## src/rtl/floating_divider.sv

```systemverilog
// floating_divider: sequential IEEE-754 single divide c=a/b, restoring 1 bit/clk, truncating, FTZ; ports CLK/RST (sync high), a/b/start in, c/busy/done/div_by_zero registered out
module floating_divider (
  input  logic        CLK,
  input  logic        RST,
  input  logic [31:0] a,
  input  logic [31:0] b,
  input  logic        start,
  output logic [31:0] c,
  output logic        busy,
  output logic        done,
  output logic        div_by_zero
);
  typedef enum logic [1:0] {IDLE, DIV, FIN} state_t;
  state_t state;
  logic sign, spec, spec_dbz, za, zb, ia, ib, sp_in, nan_in, dbz_in, ge;
  logic [31:0] spec_c, sc, res;
  logic [7:0] ea, eb;
  logic [23:0] mb;
  logic [24:0] r, q, rn;
  logic [4:0] cnt;
  logic signed [9:0] e0, e;
  always_comb begin
    za = a[30:23] == 8'd0;
    zb = b[30:23] == 8'd0;
    ia = a[30:23] == 8'hFF && a[22:0] == 23'd0;
    ib = b[30:23] == 8'hFF && b[22:0] == 23'd0;
    sp_in = za || zb || a[30:23] == 8'hFF || b[30:23] == 8'hFF;
    nan_in = (a[30:23] == 8'hFF && !ia) || (b[30:23] == 8'hFF && !ib) || (za && zb) || (ia && ib);
    dbz_in = !nan_in && zb && !ia;
    sc = nan_in ? 32'h7FC00000 : (dbz_in || ia) ? {a[31] ^ b[31], 8'hFF, 23'd0} : {a[31] ^ b[31], 31'd0};
    ge = r >= {1'b0, mb};
    rn = ge ? r - {1'b0, mb} : r;
    e0 = $signed({2'b00, ea}) - $signed({2'b00, eb}) + 10'sd126;
    e = q[24] ? e0 + 10'sd1 : e0;
    res = e >= 10'sd255 ? {sign, 8'hFF, 23'd0} : e <= 10'sd0 ? {sign, 31'd0} : {sign, e[7:0], q[24] ? q[23:1] : q[22:0]};
  end
  always_ff @(posedge CLK) begin
    if (RST) begin
      state <= IDLE;
      c <= 32'd0;
      busy <= 1'b0;
      done <= 1'b0;
      div_by_zero <= 1'b0;
    end else begin
      case (state)
        IDLE: begin
          done <= 1'b0;
          if (start) begin
            busy <= 1'b1;
            sign <= a[31] ^ b[31];
            ea <= a[30:23];
            eb <= b[30:23];
            mb <= {1'b1, b[22:0]};
            r <= {2'b01, a[22:0]};
            q <= 25'd0;
            cnt <= 5'd0;
            spec <= sp_in;
            spec_c <= sc;
            spec_dbz <= dbz_in;
            state <= sp_in ? FIN : DIV;
          end
        end
        DIV: begin
          q <= {q[23:0], ge};
          r <= {rn[23:0], 1'b0};
          cnt <= cnt + 5'd1;
          state <= cnt == 5'd24 ? FIN : DIV;
        end
        FIN: begin
          c <= spec ? spec_c : res;
          div_by_zero <= spec && spec_dbz;
          done <= 1'b1;
          busy <= 1'b0;
          state <= IDLE;
        end
        default: state <= IDLE;
      endcase
    end
  end
endmodule

```

## config.mk

```make
export PLATFORM = sky130hd
export DESIGN_NAME = floating_divider
export DESIGN_NICKNAME = d
export VERILOG_FILES = /design/src/rtl/floating_divider.sv
export SDC_FILE = /design/constraint.sdc
export NUM_CORES = 1
export LEC_CHECK = 0
export ABC_AREA = 1
export CAP_MARGIN = 20
export CORE_MARGIN = 8
export CORE_UTILIZATION = 50
export DETAILED_ROUTE_END_ITERATION = 12
export PLACE_DENSITY = 0.73
export SYNTH_ARGS = -nofsm -noshare
export SYNTH_HDL_FRONTEND = slang
export SYNTH_SLANG_ARGS = --single-unit
```

## constraint.sdc

```tcl
create_clock -name CLK -period 5.4 [get_ports CLK]
set_input_delay 0.54 -clock CLK [delete_from_list [all_inputs] [get_ports CLK]]
set_output_delay 0.54 -clock CLK [all_outputs]
set_load 0.005 [all_outputs]
```

==> impl.org <==
** Status
- Result of the run :: finished, final reports clean

** Pwr
- Combinational Power Share :: 0.191
- Of the total power, the share spent switching nets is 0.3041.
- Power per cell area :: 292.7 nW/µm²
- Net switching power :: 881.2 µW
- Sequential fraction of design power :: 0.420
- Design internal power :: 2.016 mW
- Leakage power :: 4.371 nW
- IR analysis of the VDD net gives a maximum drop of 0.0002228 V.
- Clock network power share :: 0.389
- Overall power :: 2.898 mW

** Timing
- Final hold violation count :: 0
- Worst slew slack as a fraction of its limit :: 0.3630
- Final setup violation count :: 0
- Final period utilization :: 0.6263
- Final Skew :: 0.009915 ns
- The max-slew violation count was 0.
- Max Fclk :: 0.2957 GHz
- The worst path in the final design needs a cycle of 3.382 ns, including I/O delays and setup.
- Transition time at the pin with the least slew margin :: 0.9542 ns
- Worst hold slack :: 0.4527 ns
- Unrepaired setup endpoints after global routing :: false
- Setup total negative slack on the finished layout was measured at 0 ns.
- Once routing completed, OpenROAD measured the worst setup slack at 2.018 ns.

** Critical path
- In this run the critical register-to-register path is launched from ea[0].
- WP data arrival :: 3.70 ns
- Kind of start point of the critical path :: register
- Critical path endpoint category :: register
- Reg-to-reg setup timing slack :: 2.02 ns
- Critical Path RT :: 5.72 ns
- FF-to-FF path depth :: 21
- WS Path Type :: reg2reg
- Along the worst path, the maximum fanout reaches 28.
- End of the worst register-to-register path :: c[2]

** Cells and area
- Layout cell share with drive strength beyond 1 :: 0.07021
- Leaving out fill and tap cells, the most frequent cell in the layout is nand2_1.
- Fill cells in the final layout number 1439.
- The library cells used most frequently in the layout, excluding fill and tap cells, are nand2_1 (265), inv_1 (138), clkdlybuf4s50_1 (101).
- Summing all multi-input logic gate instances after layout gives 3700 µm².
- At the end of the flow, the number of nets in the layout was 1203.
- The finished cells cover 9901 µm².
- Layout-stage area growth over the synthesis result :: 22.25%
- Flip-flop and latch area :: 3744 µm²
- Final antenna diode count :: 0
- Filler-free cell count of the finished design :: 1327
- Fraction of the core area covered by cells at the end of the flow :: 0.6233

** Yosys
- Unique masters post-synth :: 50
- Ranking of synthesized cells by area :: edfxtp_1 (37%), nand2_1 (12%), dfxtp_1 (9.1%)
- Yosys mapped a number of flops with a built-in enable equal to 100.
- Counting every instance in the synthesized netlist gives 999.
- The number of nets handed over by synthesis was 1104.
- For this run, the leading register cell type out of synthesis is edfxtp_1.
- The synthesized netlist occupies a cell area of 8099 µm².
- Portion of the post-synthesis area used by sequential elements :: 0.4622
- Each instance of the synthesized netlist takes up on average 8.107 µm².
- Yosys printed 0 warnings.
- After synthesis the netlist holds a flip-flop and latch count of 137.
- For this run, asynchronously set or reset flops after synthesis account for 0.
- Of the post-synthesis cell area, the dominant cell type holds 0.3708.
- Of all cell types, the one taking the most synthesized area is edfxtp_1.

** Hold path
- The path class of the tightest hold or removal check is reg2reg.
- The worst hold path passes through 2 cells.
- Endpoint, Worst Hold :: c[21]
- Beginning of the worst hold path :: c[21]

** Drt
- DRT Wirelength :: 18580 µm
- The pre-antenna-repair detailed-routing pass consisted of 5 iterations.
- After detailed routing, the average wire length per cell comes to 14.00 µm.
- In this run, the number of DRC markers left after iteration 0 of detailed routing was 483.
- In this run the remaining antenna-violating nets after routing total 0.
- The detailed router placed 6768 vias in this run.
- After detailed routing, the number of remaining DRC violations is 0.
- After detailed routing, the number of vias per cell comes to 5.100.

** Floorplan
- After floorplanning, the core was sized to cover 15890 µm².
- 102 I/O pins were placed.
- Starting density of the core :: 0.5098
- The die is 143.3 µm wide.
- The die is 143.3 µm tall.
- Placement Rows :: 46
- Overall die area :: 20530 µm²

** CTS
- The tree is rooted in a clkbuf_16.
- Sink Count :: 137
- Resized cells post-CTS :: 0
- H-Tree Depth :: 4
- CTS hold repair buffers :: 0
- In this run, CTS created clock tree buffers numbering 17.
- The later pin in the worst-skew pair is clocked with a latency of 0.42 ns.
- CTS tree :: built
- In this run the deepest clock path goes through 2 buffers.
- In this run the post-CTS setup repair buffer count came out at 0.
- Clock-pin slew of the registers on the worst-case setup and hold paths :: 0.07 ns

** Global route
- Vias in the first global route :: 6635
- Entering global routing, the biggest net connects 56 pins.
- The number of antenna violations at the first check in global routing was 0.
- For this run, the total global-route usage over all layers was measured as 0.1905.
- Global routing finished with a remaining overflow of 0.
- The first global-routing pass estimated 31290 µm of wire.

** Job
- Number of max-cap violations :: 0

** Placed design
- Number of buffers added on ports :: 101
- Dpl hpwl :: 14000 µm
- Area of placed instances :: 9318 µm²
- At the placement stage, the worst setup path has a slack of 2.024 ns.
- Routability-driven placement finished with a final weighted congestion of 0.9061.
- Dpl cells :: 1294
[state kept, by name, indices dropped and copies added (netlist names), 2 cells and up]
name,count
ea,8
r,25
q,25
mb,23
spec_c,3
eb,8
cnt,5
state,2
c,32
[power groups by stage]
| stage | Combinational [mW] | Clock [mW] | Sequential (mW) |
|---|---|---|---|
| global route | 0.627 | 1.19 | 1.22 |
| global placement | 0.538 | 0 | 1.24 |
| detailed placement | 0.548 | 0 | 1.24 |
| floorplan | 0.402 | 0 | 1.24 |
| finish | 0.552 | 1.13 | 1.22 |
| CTS | 0.552 | 1.14 | 1.22 |
[worst max-delay path by stage]
stage / slack (ns) / cells after the start / startpoint / endpoint
2_1_floorplan: 1.89 / 3 / RST / cnt[0]
3_3_place_gp: 2.10 / 21 / ea[0] / c[17]
3_5_place_dp: 2.02 / 21 / ea[0] / c[2]
4_1_cts: 2.01 / 21 / ea[0] / c[2]
5_1_grt: 1.57 / 21 / ea[0] / c[26]
6_report: 2.02 / 21 / ea[0] / c[2]
[cells by family after synthesis]
logic type,after synthesis,share of synthesized area
AOI/OAI and AO/OA,141,0.09996
and+or+nand+nor,491,0.2704
DFF,137,0.4622
adders and majority gates,38,0.06056
muxes,1,0.001236
buffers and inverters,171,0.08404
xor gates and xnor gates,20,0.02163
[cell usage after synthesis (2+ instances only)]
library cell	count
dfxtp_1	37
buf_2	4
edfxtp_1	100
a21oi_1	42
o221ai_1	2
inv_1	138
clkbuf_1	13
nor2_4	2
o211ai_1	10
nand2_1	265
o21ai_0	63
nor4_1	13
nor3_1	11
fa_1	2
nor2_1	82
nand2_4	2
nand4_1	36
nand2_2	9
buf_6	3
buf_1	6
nand3b_1	6
o21bai_1	4
inv_2	4
buf_4	3
xnor2_1	12
a211oi_1	2
nor2_2	4
xor2_1	8
a21o_1	4
nand3_2	6
nand3_1	51
a31oi_1	2
ha_1	36
[per-layer routing]
layer | GRT usage | vias up | part of all wire
met5 | 0 | - | 0
met4 | 0.06419 | 0 | 0.018
met2 | 0.3110 | 140 | 0.47
met3 | 0.04207 | 28 | 0.044
li1 | - | 3551 | -
met1 | 0.2450 | 3049 | 0.46
[final cells by class]
cell class | count | area share
Tap cell | 216 | 0.02730
Sequential cell | 137 | 0.3781
Multi-Input combinational cell | 691 | 0.3737
Timing Repair Buffer | 109 | 0.1089
Inverter | 142 | 0.05384
Clock buffer | 17 | 0.04297
Clock inverter | 15 | 0.01516
[critical path, stage by stage (launching register included)]
cell and delay (ns):
edfxtp_1 0.36, inv_1 0.08, ha_1 0.14, inv_1 0.04, fa_1 0.45, nand2_1 0.09, inv_1 0.04, nor2_1 0.14
inv_1 0.06, ha_1 0.30, nor3_1 0.26, inv_1 0.10, nor2_1 0.11, nand2_1 0.09, nor2_1 0.10, nor2_1 0.05
nor2_2 0.13, nand2_1 0.10, o21ai_2 0.16, nand2_4 0.20, nand4_1 0.19, nand2_1 0.06
Note: power is estimated with default switching activity, not from simulation.
